## src/rtl/traffic_pkg.sv

```systemverilog
// Shared definitions for the junction controller: phase codes and lamp patterns.
// Lamp patterns are {R,A,G} for one direction.
package traffic_pkg;

  typedef enum logic [2:0] {
    PH_ALL_RED   = 3'd0,
    PH_RED_AMBER = 3'd1,
    PH_GREEN     = 3'd2,
    PH_AMBER     = 3'd3,
    PH_WALK      = 3'd4
  } phase_e;

  localparam logic [2:0] RAG_RED       = 3'b100;
  localparam logic [2:0] RAG_RED_AMBER = 3'b110;
  localparam logic [2:0] RAG_GREEN     = 3'b001;
  localparam logic [2:0] RAG_AMBER     = 3'b010;

endpackage

```

## src/rtl/traffic_rr_next_sel.sv

```systemverilog
// Combinational round-robin pick: starting one above the current index and
// wrapping, return the first direction with a request. The current direction
// itself is never a candidate.
module rr_next_sel #(
  parameter int NUM_DIR = 2,
  parameter int IDX_W   = 1
) (
  input  logic [NUM_DIR-1:0] req,
  input  logic [IDX_W-1:0]   cur,
  output logic               valid,
  output logic [IDX_W-1:0]   nxt
);

  int idx;

  // Scan farthest offset first so the nearest requester overwrites earlier hits.
  always_comb begin
    valid = 1'b0;
    nxt   = cur;
    idx   = 0;
    for (int k = NUM_DIR - 1; k >= 1; k--) begin
      idx = (int'(cur) + k) % NUM_DIR;
      if (req[idx[IDX_W-1:0]]) begin
        valid = 1'b1;
        nxt   = IDX_W'(idx);
      end
    end
  end

endmodule

```

## src/rtl/traffic_junction_ctrl.sv

```systemverilog
// N-direction junction controller: one green at a time, round-robin over
// vehicle requests, UK lamp sequence and all-red clearance between grants.
// Optional pedestrian walk phase after amber when TRAFFIC_PED_EN is defined.
module traffic_junction_ctrl
  import traffic_pkg::*;
#(
  parameter int NUM_DIR    = 2,
  parameter int CNT_W      = 8,
  parameter int GREEN_CYC  = 8,
  parameter int AMBER_CYC  = 2,
  parameter int RA_CYC     = 2,
  parameter int ALLRED_CYC = 1,
  parameter int WALK_CYC   = 6,
  localparam int IDX_W     = (NUM_DIR > 1) ? $clog2(NUM_DIR) : 1
) (
  input  logic                   clk,
  input  logic                   rst,
  input  logic [NUM_DIR-1:0]     car_req,
`ifdef TRAFFIC_PED_EN
  input  logic                   ped_req,
  output logic                   walk,
`endif
  output logic [3*NUM_DIR-1:0]   rag,
  output logic [IDX_W-1:0]       active_dir,
  output logic [2:0]             phase
);

  localparam logic [CNT_W-1:0] ALLRED_LD = CNT_W'(ALLRED_CYC - 1);
  localparam logic [CNT_W-1:0] RA_LD     = CNT_W'(RA_CYC - 1);
  localparam logic [CNT_W-1:0] GREEN_LD  = CNT_W'(GREEN_CYC - 1);
  localparam logic [CNT_W-1:0] AMBER_LD  = CNT_W'(AMBER_CYC - 1);

  phase_e           state_q, state_d;
  logic [CNT_W-1:0] cnt_q, cnt_d;
  logic [IDX_W-1:0] act_q, act_d;
  logic [IDX_W-1:0] nxt_q, nxt_d;
  logic             rr_vld;
  logic [IDX_W-1:0] rr_nxt;
  logic             cnt_zero;

`ifdef TRAFFIC_PED_EN
  localparam logic [CNT_W-1:0] WALK_LD = CNT_W'(WALK_CYC - 1);
  logic ped_pend_q, ped_pend_d, ped_clr;
`else
  // The walk dwell only matters when the pedestrian phase is built in.
  logic unused_walk_cyc;
  assign unused_walk_cyc = ^WALK_CYC;
`endif

  rr_next_sel #(
    .NUM_DIR(NUM_DIR),
    .IDX_W  (IDX_W)
  ) u_rr (
    .req  (car_req),
    .cur  (act_q),
    .valid(rr_vld),
    .nxt  (rr_nxt)
  );

  assign cnt_zero = (cnt_q == '0);

  // Phase sequencing, dwell counter and direction hand-over.
  always_comb begin
    state_d = state_q;
    cnt_d   = cnt_q;
    act_d   = act_q;
    nxt_d   = nxt_q;
`ifdef TRAFFIC_PED_EN
    ped_clr = 1'b0;
`endif
    case (state_q)
      PH_ALL_RED: begin
        if (cnt_zero) begin
          state_d = PH_RED_AMBER;
          cnt_d   = RA_LD;
          act_d   = nxt_q;
        end else begin
          cnt_d = cnt_q - CNT_W'(1);
        end
      end
      PH_RED_AMBER: begin
        if (cnt_zero) begin
          state_d = PH_GREEN;
          cnt_d   = GREEN_LD;
        end else begin
          cnt_d = cnt_q - CNT_W'(1);
        end
      end
      PH_GREEN: begin
        // Once minimum green has elapsed, hold at zero until another direction asks.
        if (cnt_zero) begin
          if (rr_vld) begin
            state_d = PH_AMBER;
            cnt_d   = AMBER_LD;
            nxt_d   = rr_nxt;
          end
        end else begin
          cnt_d = cnt_q - CNT_W'(1);
        end
      end
      PH_AMBER: begin
        if (cnt_zero) begin
`ifdef TRAFFIC_PED_EN
          if (ped_pend_q) begin
            state_d = PH_WALK;
            cnt_d   = WALK_LD;
            ped_clr = 1'b1;
          end else begin
            state_d = PH_ALL_RED;
            cnt_d   = ALLRED_LD;
          end
`else
          state_d = PH_ALL_RED;
          cnt_d   = ALLRED_LD;
`endif
        end else begin
          cnt_d = cnt_q - CNT_W'(1);
        end
      end
`ifdef TRAFFIC_PED_EN
      PH_WALK: begin
        if (cnt_zero) begin
          state_d = PH_ALL_RED;
          cnt_d   = ALLRED_LD;
        end else begin
          cnt_d = cnt_q - CNT_W'(1);
        end
      end
`endif
      default: begin
        state_d = PH_ALL_RED;
        cnt_d   = ALLRED_LD;
      end
    endcase
  end

`ifdef TRAFFIC_PED_EN
  // A new request in the same cycle as the clear wins, so it is served next round.
  always_comb begin
    ped_pend_d = (ped_pend_q & ~ped_clr) | ped_req;
  end
`endif

  // Control registers with synchronous reset to all-red.
  always_ff @(posedge clk) begin
    if (rst) begin
      state_q <= PH_ALL_RED;
      cnt_q   <= ALLRED_LD;
      act_q   <= '0;
      nxt_q   <= '0;
`ifdef TRAFFIC_PED_EN
      ped_pend_q <= 1'b0;
`endif
    end else begin
      state_q <= state_d;
      cnt_q   <= cnt_d;
      act_q   <= act_d;
      nxt_q   <= nxt_d;
`ifdef TRAFFIC_PED_EN
      ped_pend_q <= ped_pend_d;
`endif
    end
  end

  // Lamp decode: only the active direction ever leaves red.
  always_comb begin
    rag = {NUM_DIR{RAG_RED}};
    for (int i = 0; i < NUM_DIR; i++) begin
      if (i == int'(act_q)) begin
        case (state_q)
          PH_RED_AMBER: rag[3*i +: 3] = RAG_RED_AMBER;
          PH_GREEN:     rag[3*i +: 3] = RAG_GREEN;
          PH_AMBER:     rag[3*i +: 3] = RAG_AMBER;
          default:      rag[3*i +: 3] = RAG_RED;
        endcase
      end
    end
  end

  assign active_dir = act_q;
  assign phase      = state_q;
`ifdef TRAFFIC_PED_EN
  assign walk       = (state_q == PH_WALK);
`endif

endmodule
```

## config.mk

```make
export PLATFORM = sky130hd
export DESIGN_NAME = traffic_junction_ctrl
export DESIGN_NICKNAME = d
export VERILOG_FILES = /design/src/rtl/traffic_pkg.sv /design/src/rtl/traffic_rr_next_sel.sv /design/src/rtl/traffic_junction_ctrl.sv
export SDC_FILE = /design/constraint.sdc
export NUM_CORES = 1
export LEC_CHECK = 0
export CORE_AREA = 2 2 43 45
export CTS_CLUSTER_DIAMETER = 80
export DETAILED_ROUTE_END_ITERATION = 16
export DIE_AREA = 0 0 45 47
export PLACE_DENSITY = 0.79
export SLEW_MARGIN = 20
export SYNTH_ARGS = -nofsm -noshare
export SYNTH_HDL_FRONTEND = slang
export SYNTH_HIERARCHICAL = 1
export SYNTH_SLANG_ARGS = --single-unit
```

## constraint.sdc

```tcl
create_clock -name clk -period 5.03 [get_ports clk]
set_input_delay 1.2575 -clock clk [delete_from_list [all_inputs] [get_ports clk]]
set_output_delay 1.2575 -clock clk [all_outputs]
set_load 0.05 [all_outputs]
```

Word-level counts from Yosys, hierarchy flattened

Cells that the tools add are included.

Register bits after elaboration: 13
Input bits: 4
Output and inout port bits: 10
Word-level logic and storage cells: 40

Add/subtract/negate cells: 2
$lt $le $gt $ge: 1
Eq/ne operators: 9
Mux-type cells: 19
Reductions and logical operators: 5

Operators with widths:

| kind                  | count |
|---|---|
| $mux W8               | 5 |
| $pmux W8 S4           | 1 |
| $mux W3               | 7 |
| $pmux W3 S4           | 1 |
| $ne A2 B2 Y1 const B  | 5 |
| $pmux W3 S3           | 1 |
| $logic_not A8 Y1      | 1 |
| $sub A8 B1 Y8 const B | 1 |
| $eq A3 B2 Y1 const B  | 2 |
| $reduce_and A5 Y1     | 1 |
| $mux W1               | 4 |
| $eq A3 B1 Y1 const B  | 1 |
| $logic_not A3 Y1      | 1 |
| $ne A3 B3 Y1 const B  | 1 |
| $reduce_and A3 Y1     | 1 |
| $lt A1 B2 Y1 const B  | 1 |
| $reduce_and A2 Y1     | 1 |
| $add A1 B1 Y1 const B | 1 |

Depth between registers and ports, before layout

Gate-level depths: netlist of run 1.

Depth after elaboration: 7
Depth in mapped cells: 7
Mapped depth without buffers: 6

Modules after synthesis

Netlist of run 1, hierarchy kept.

By module, submodules not included:

| module                | instances | cells each | area each (µm²) | seq. area each (µm²) |
|---|---|---|---|---|
| traffic_junction_ctrl | 1         | 95         | 838.3           | 240.2 |
| rr_next_sel           | 1         | 3          | 23.8            | 0.0 |

Least setup slack after synthesis of run 1

Ideal clock, no wire load.

Path kind: register to output
From: reg state_q[0] (netlist: phase[0])
To: out rag[4]
Arrival time: 2.300 ns
Data required time: 3.773 ns
Slack: 1.473 ns
Cell stages (with the launch flop): 4
Path buffers: 0
Path through: dfxtp_1 inv_1 ha_1 nor3b_1

Longest elaborated chain between the ends: 3
Elaborated cells between the ends (all ways): 5
Those cells by class: eq/ne (3); mux (2)

Ends and longest elaborated chain:

| item                                                | line                         | text |
|---|---|---|
| start: declaration                                  | traffic_junction_ctrl.sv:33  | `phase_e state_q, state_d;` |
| start signal: assignment                            | traffic_junction_ctrl.sv:155 | `state_q <= state_d;` |
| $eq A3 B2 Y1 / $eq A3 B1 Y1 (equally long branches) | traffic_junction_ctrl.sv:170 | `case (state_q)` |
| $pmux W3 S3 (*)                                     | traffic_junction_ctrl.sv:170 |  |
| $mux W3 (*)                                         | traffic_junction_ctrl.sv:169 | `if (i == int'(act_q)) begin` |
| end: declaration                                    | traffic_junction_ctrl.sv:23  | `output logic [3*NUM_DIR-1:0] rag,` |

Every way passes the cells marked *; elsewhere a longest branch is shown, timed or not.

Worst setup path after layout of run 1

From: reg state_q[1] (netlist: phase[1])
To: out rag[4]

Same word-level chain as after synthesis.

==> metrics.md, run 1 <==
| Metric | Value |
|---|---|
| Final Slew Violations | `0` |
| Fin crit period | `3.44 ns` |
| Hold_ws | `0.486 ns` |
| Cell count after synthesis | `98` |
| Core area | `1650 um2` |
| Max Cap Viol | `0` |
| DRC violation total after the first TritonRoute iteration | `14` |
| DRC violations left | `0` |
| CTS tree | `built` |
| Leakage power | `between 0.3 and 0.4 nW` |
| Pre-CTS WS | `~1.9 ns` |
| #FFs+latches synth | `12` |
| Routed len/inst | `13.7 um` |
| Post-DR vias/cell | `around 5.8` |
| Total Die Area | `roughly 2100 um2` |
| Max clock buf depth | `2` |
| Vias | `between 700 and 800` |
| Rel. slew slack | `0.669` |
| Slowest stage delay, CP | `0.83 ns` |
| Post-CTS sizing | `0` |
| Mean Syn Cell Area | `8.80 um2` |
| Cts hold-fix bufs | `0` |
| Clock Latency Late Sink | `between 0.2 and 0.3 ns` |
| Vias in the first global route | `roughly 600` |
| Clock transition at the registers of the reported paths | `about 0.07 ns` |
| Total CTS buffers | `3` |
| Layout cell share with drive strength beyond 1 | `0.118` |
| Worst setup SP type | `flip-flop` |
| Routed Antenna Nets | `0` |
| Seq/Total Area, Yosys | `0.279` |
| H-tree depth | `1` |
| Final std cells w/o fill | `approximately 130` |
| Worst Max-Slew Pin Slew | `around 0.5 ns` |
| Nets@finish | `approximately 120` |
| Hold Crit Class | `flip-flop to flip-flop` |
| RSZ-0062 raised after global routing | `false` |
| Count of different cell masters after synthesis | `43` |
| Clk sink count | `12` |
| Crit-path cells | `inv_1 > ha_1 > nor2_1 > nor3b_1 > clkdlybuf4s50_1` |
| Mapped Nets | `around 110` |
| Area Growth Syn to Fin | `16.4%` |
| Number of I/O pins | `14` |
| Maximum vdd drop | `430 uV` |
| Final setup vio count | `0` |
| Die height | `~47 um` |
| Total negative slack | `0 ns` |
| FMAX | `between 0.2 and 0.3 GHz` |
| Worst-path maximum fanout | `7` |
| Site row count | `15` |
| Final worst path period share | `0.684` |
| Final Wtd Congestion | `approximately 0.83` |
| Routed WL | `~1.7 mm` |
| Largest net degree at the start of global routing | `12` |
| Die width | `around 45 um` |
| CTS Root Cell | `clkbuf_4` |
| Crit path DAT | `between 2 and 2.5 ns` |
| Gr usage total | `0.186` |
| DP Wirelength | `1.31 mm` |
| # Post-CTS Setup Buffers | `0` |
| Gr ovfl total | `0` |
| Pre-antenna DRT Iters | `3` |
| N_diodes | `0` |
| Initial Utilization | `0.522` |
| Status | `complete, no violations` |
| Number of port buffers | `12` |
| Hold Vio Cnt, Final | `0` |
| Power Density | `between 700 and 800 nW/um2` |
| Final WS setup | `approximately 1.6 ns` |
| Critical Path RT | `about 3.8 ns` |
| First-pass GRT wire length | `2.77 mm` |
| Dpl cells | `roughly 120` |
| Post-synthesis cell area | `~860 um2` |
| Crit. End Element | `output port` |
| Worst Clk Skew | `0.000696 ns` |
| Synthesis Warnings | `6` |
| CP Class | `flip-flop to output port` |
| Initial antenna violation count | `0` |
| Core Util, Final | `0.608` |
| Slowest CP cell | `clkdlybuf4s50_1` |
-- layout make-up --
cell class	count	area [um2]
Sequential cell	12	240
Multi-Input combinational cell	76	573
Inverter	7	26.3
Fill cell	152	648
Timing Repair Buffer	12	120
Tap cell	17	21.3
Clock buffer	3	22.5
-- Yosys cell counts --
master | n | area (um2)
a32o_1 | 1 | 10.0
conb_1 | 1 | 3.75
nand2b_1 | 2 | 12.5
nor3b_1 | 3 | 22.5
nand4_1 | 1 | 6.26
o21ba_2 | 1 | 10.0
a221oi_2 | 1 | 15.0
clkbuf_1 | 1 | 3.75
o311ai_1 | 1 | 8.76
a21oi_1 | 5 | 25.0
inv_1 | 7 | 26.3
a21boi_0 | 1 | 7.51
buf_4 | 1 | 7.51
o41ai_1 | 2 | 17.5
nor3_2 | 1 | 10.0
nand3b_1 | 1 | 7.51
nor2_1 | 5 | 18.8
mux2_1 | 1 | 11.3
o31ai_1 | 1 | 7.51
o22ai_1 | 1 | 6.26
o32ai_1 | 1 | 8.76
ha_1 | 7 | 87.6
a2bb2oi_1 | 1 | 8.76
or3_1 | 1 | 6.26
nor3_1 | 5 | 25.0
and2_1 | 1 | 6.26
and3_1 | 1 | 6.26
or3_4 | 1 | 11.3
buf_6 | 1 | 11.3
dfxtp_1 | 12 | 240
nand3_1 | 2 | 10.0
nor4_4 | 1 | 21.3
o21ai_1 | 3 | 15.0
mux2i_1 | 3 | 30.0
a211oi_1 | 1 | 7.51
mux2_4 | 1 | 15.0
nand2_1 | 8 | 30.0
a21oi_2 | 1 | 8.76
or4_1 | 1 | 7.51
nor2b_1 | 4 | 25.0
or4_4 | 1 | 11.3
mux2_2 | 2 | 22.5
xnor2_1 | 1 | 8.76
-- state kept, by name (all words and copies together) (netlist names) --
signal / cells
cnt_q: 8
phase: 2
active_dir: 1
nxt_q: 1
-- worst max-delay path: cells and delay by family, from the launching register on --
kind,cells,cell delay [ns]
flops,1,0.36
buf+inv,2,0.95
simple gates,2,0.33
fa+ha+maj,1,0.28
-- per-layer routing --
metal | part of all wire | track usage | vias up
li1 | - | - | 382
met1 | 0.49 | 0.248 | 345
met3 | 0.028 | 0.0577 | 4
met4 | 0.017 | 0.0706 | 0
met5 | 0 | 0 | -
met2 | 0.46 | 0.283 | 7
-- logic make-up after synthesis --
| logic type | count (synthesis) | synth area share |
|---|---|---|
| flip-flops | 12 | 0.279 |
| buffers and inverters | 10 | 0.0566 |
| other | 1 | 0.00435 |
| adder cells (fa/ha/maj) | 7 | 0.102 |
| AND/OR/NAND/NOR | 39 | 0.276 |
| multiplexers | 7 | 0.0914 |
| AO/OA/AOI/OAI | 21 | 0.181 |
| XOR/XNOR | 1 | 0.0102 |
-- placed cells by master (no fill, tap or decap), types with 2 or more instances in the layout --
master,Yosys,layout
inv_1,7,7
clkdlybuf4s50_1,0,12
nand3_1,2,2
nor3_1,5,5
mux2i_1,3,3
dfxtp_1,12,12
ha_1,7,7
o21ai_1,3,3
nor3b_1,3,3
nor2_1,5,5
o41ai_1,2,2
mux2_2,2,2
clkbuf_4,0,3
nand2b_1,2,2
nor2b_1,4,4
nand2_1,8,8
a21oi_1,5,5
-- final timing paths --
kind                               start  endpoint  slack, ns  cells past startpoint
worst max register to register  phase[0]  cnt_q[7]       3.09                      6
worst max-delay path            phase[1]    rag[4]       1.59                      5
worst min register to register  cnt_q[7]  cnt_q[7]       0.49                      2
worst min-delay path            cnt_q[7]  cnt_q[7]       0.49                      2
-- per-stage QoR --
step	area, um2	power, mW
6_report	1000	0.765
5_1_grt	1000	0.826
4_1_cts	1000	0.770
3_5_place_dp	981	0.710
3_3_place_gp	981	0.698
2_1_floorplan	862	0.616
-- where the power goes --
part | switching, mW | internal, mW
Sequential | 0.0462 | 0.132
Clock | 0.0291 | 0.0277
Combinational | 0.303 | 0.228
No activity file was read; power rests on OpenSTA's default activity.
==> run 2: changes to the inputs <==
--- a/config.mk
+++ b/config.mk
@@ -5,11 +5,11 @@
 export SDC_FILE = /design/constraint.sdc
 export NUM_CORES = 1
 export LEC_CHECK = 0
-export CORE_AREA = 2 2 43 45
+export CORE_AREA = 2 2 45 47
 export CTS_CLUSTER_DIAMETER = 80
 export DETAILED_ROUTE_END_ITERATION = 16
-export DIE_AREA = 0 0 45 47
-export PLACE_DENSITY = 0.79
+export DIE_AREA = 0 0 47 49
+export PLACE_DENSITY = 0.73
 export SLEW_MARGIN = 20
 export SYNTH_ARGS = -nofsm -noshare
 export SYNTH_HDL_FRONTEND = slang
==> constraint.sdc (replaced) <==
create_clock -name clk -period 3.2 [get_ports clk]
set_input_delay 0.8 -clock clk [delete_from_list [all_inputs] [get_ports clk]]
set_output_delay 0.8 -clock clk [all_outputs]
set_load 0.05 [all_outputs]
==> run 2 against run 1 <==
First-iteration DRC count shrank 29%. Register-to-register slack lost 1.8 ns. Critical path depth is the same. Global-route usage shrank 0.96 points. Via count grew 1.2%. Clock power grew 120%. Critical endpoint unchanged.
==> metrics.md, run 2 (same netlist as run 1, synthesis figures left out) <==
| Metric | Value |
|---|---|
| Worst-path maximum fanout | `7 (unchanged)` |
| Routed len/inst | `12.7 um (was 13.7 um)` |
| Post-CTS sizing | `0 (unchanged)` |
| CTS Root Cell | `clkbuf_4 (unchanged)` |
| First-pass GRT wire length | `2.97 mm (was 2.77 mm)` |
| Worst Max-Slew Pin Slew | `0.514 ns (was 0.496 ns)` |
| Nets@finish | `123 (unchanged)` |
| DRC violations left | `0 (unchanged)` |
| Fill cells | `175 (was 152)` |
| H-tree depth | `1 (unchanged)` |
| Site row count | `16 (was 15)` |
| Status | `complete, no violations (unchanged)` |
| Reg2Reg Setup Slack | `1.28 ns (was 3.09 ns)` |
| Cts hold-fix bufs | `0 (unchanged)` |
| Routed Antenna Nets | `0 (unchanged)` |
| Layout cell share with drive strength beyond 1 | `0.126 (was 0.118)` |
| Clock transition at the registers of the reported paths | `0.08 ns (was 0.07 ns)` |
| Area Growth Syn to Fin | `19.4% (was 16.4%)` |
| Power Density | `1210 nW/um2 (was 763 nW/um2)` |
| Core area | `1840 um2 (was 1650 um2)` |
| Leakage power | `0.388 nW (was 0.381 nW)` |
| Die height | `49 um (was 47 um)` |
| Final setup vio count | `0 (unchanged)` |
| CTS tree | `built (unchanged)` |
| Vias | `747 (was 738)` |
| Max clock buf depth | `2 (unchanged)` |
| Final std cells w/o fill | `138 (was 127)` |
| Die width | `47 um (was 45 um)` |
| Pre-antenna DRT Iters | `4 (was 3)` |
| Largest Register | `cnt_q (unchanged)` |
| Clock Latency Late Sink | `0.28 ns (was 0.27 ns)` |
| Register Area | `240 um2 (unchanged)` |
| Largest net degree at the start of global routing | `12 (unchanged)` |
| FMAX | `roughly 0.33 GHz` |
| Initial antenna violation count | `0 (unchanged)` |
| Total CTS buffers | `3 (unchanged)` |
| Worst setup SP type | `flip-flop (unchanged)` |
| DRC violation total after the first TritonRoute iteration | `10 (was 14)` |
| Fin crit period | `~3.0 ns` |
| Initial Utilization | `0.468 (was 0.522)` |
| Max reg flops | `8 (unchanged)` |
| Total Die Area | `2300 um2 (was 2120 um2)` |
| Final Wtd Congestion | `0.773 (was 0.827)` |
| Total negative slack | `0 ns (unchanged)` |
| DP Wirelength | `1.30 mm (was 1.31 mm)` |
| Gr ovfl total | `0 (unchanged)` |
| Worst Clk Skew | `0.00193 ns (was 0.000696 ns)` |
| Routed WL | `1.76 mm (was 1.74 mm)` |
| Max Cap Viol | `0 (unchanged)` |
| Crit path DAT | `2.22 ns (was 2.18 ns)` |
| Rel. slew slack | `0.656 (was 0.669)` |
| Critical Path RT | `2.40 ns (was 3.77 ns)` |
| Maximum vdd drop | `615 uV (was 430 uV)` |
| Footprint of the multi-input gates | `573 um2 (unchanged)` |
| RSZ-0062 raised after global routing | `false (unchanged)` |
| Number of port buffers | `12 (unchanged)` |
| Most frequent cells in the layout | `dfxtp_1, clkdlybuf4s50_1, nand2_1 (unchanged)` |
| Crit. End Element | `output port (unchanged)` |
| N_diodes | `0 (unchanged)` |
| CP Class | `flip-flop to output port (unchanged)` |
| Dpl cells | `134 (was 124)` |
| Gr usage total | `0.176 (was 0.186)` |
| Hold_ws | `0.486 ns (about the same)` |
| Vias in the first global route | `668 (was 597)` |
| Pwr Total | `1.24 mW (was 0.765 mW)` |
| Clk sink count | `12 (unchanged)` |
| Number of I/O pins | `14 (unchanged)` |
| Hold Vio Cnt, Final | `0 (unchanged)` |
| Final worst path period share | `0.943` |
| Final Slew Violations | `0 (unchanged)` |
| # Post-CTS Setup Buffers | `0 (unchanged)` |
| Post-DR vias/cell | `5.41 (was 5.81)` |
| Hold Crit Class | `flip-flop to flip-flop (unchanged)` |
## run 2: cell types whose count changed in the layout (fill, tap and decap cells not counted), sizes merged
| cell | delta |
|---|---|
| clkbuf | +1 |
## run 2: path summary, 6_finish.rpt
kind                  from    endpoint  cells after the start
setup reg to reg  phase[0]    cnt_q[7]                      6
hold reg to reg      nxt_q  active_dir                      2
hold / removal       nxt_q  active_dir                      2
setup / recovery  phase[1]      rag[4]                      5
## run 2: final cells by class
type,count,area share
Multi-Input combinational cell,76,0.556
Tap cell,27,0.0328
Inverter,7,0.0255
Timing Repair Buffer,12,0.117
Clock buffer,4,0.0352
Sequential cell,12,0.233
## run 2: layer usage
layer	routed length, um	track usage
met3	34	0.0111
met5	0	0
met1	845	0.245
met2	829	0.263
met4	48	0.0972
## run 2: power breakdown
| part | internal (mW) | total (mW) | leakage [nW] | switching (mW) |
|---|---|---|---|---|
| logic | 0.357 | 0.835 | 0.269 | 0.477 |
| registers | 0.207 | 0.282 | 0.0983 | 0.0749 |
| clock network | 0.0693 | 0.125 | 0.0210 | 0.0558 |
| total | 0.634 | 1.24 | 0.388 | 0.608 |
## run 2: stage by stage
| step | area [um2] | setup slack (ns) | utilization |
|---|---|---|---|
| 2_1_floorplan | 862 | 0.100 | - |
| 3_3_place_gp | 993 | 0.586 | 0.539 |
| 3_5_place_dp | 993 | 0.525 | 0.539 |
| 4_1_cts | 1030 | 0.162 | 0.559 |
| 5_1_grt | 1030 | 0.0425 | 0.559 |
| 6_report | 1030 | 0.181 | 0.559 |
## run 2: critical path, stage by stage, from the launching register on
cell and delay (ns):
dfxtp_1 0.36, inv_1 0.13, ha_1 0.28, nor2_1 0.14, nor3b_1 0.19, clkdlybuf4s50_1 0.83
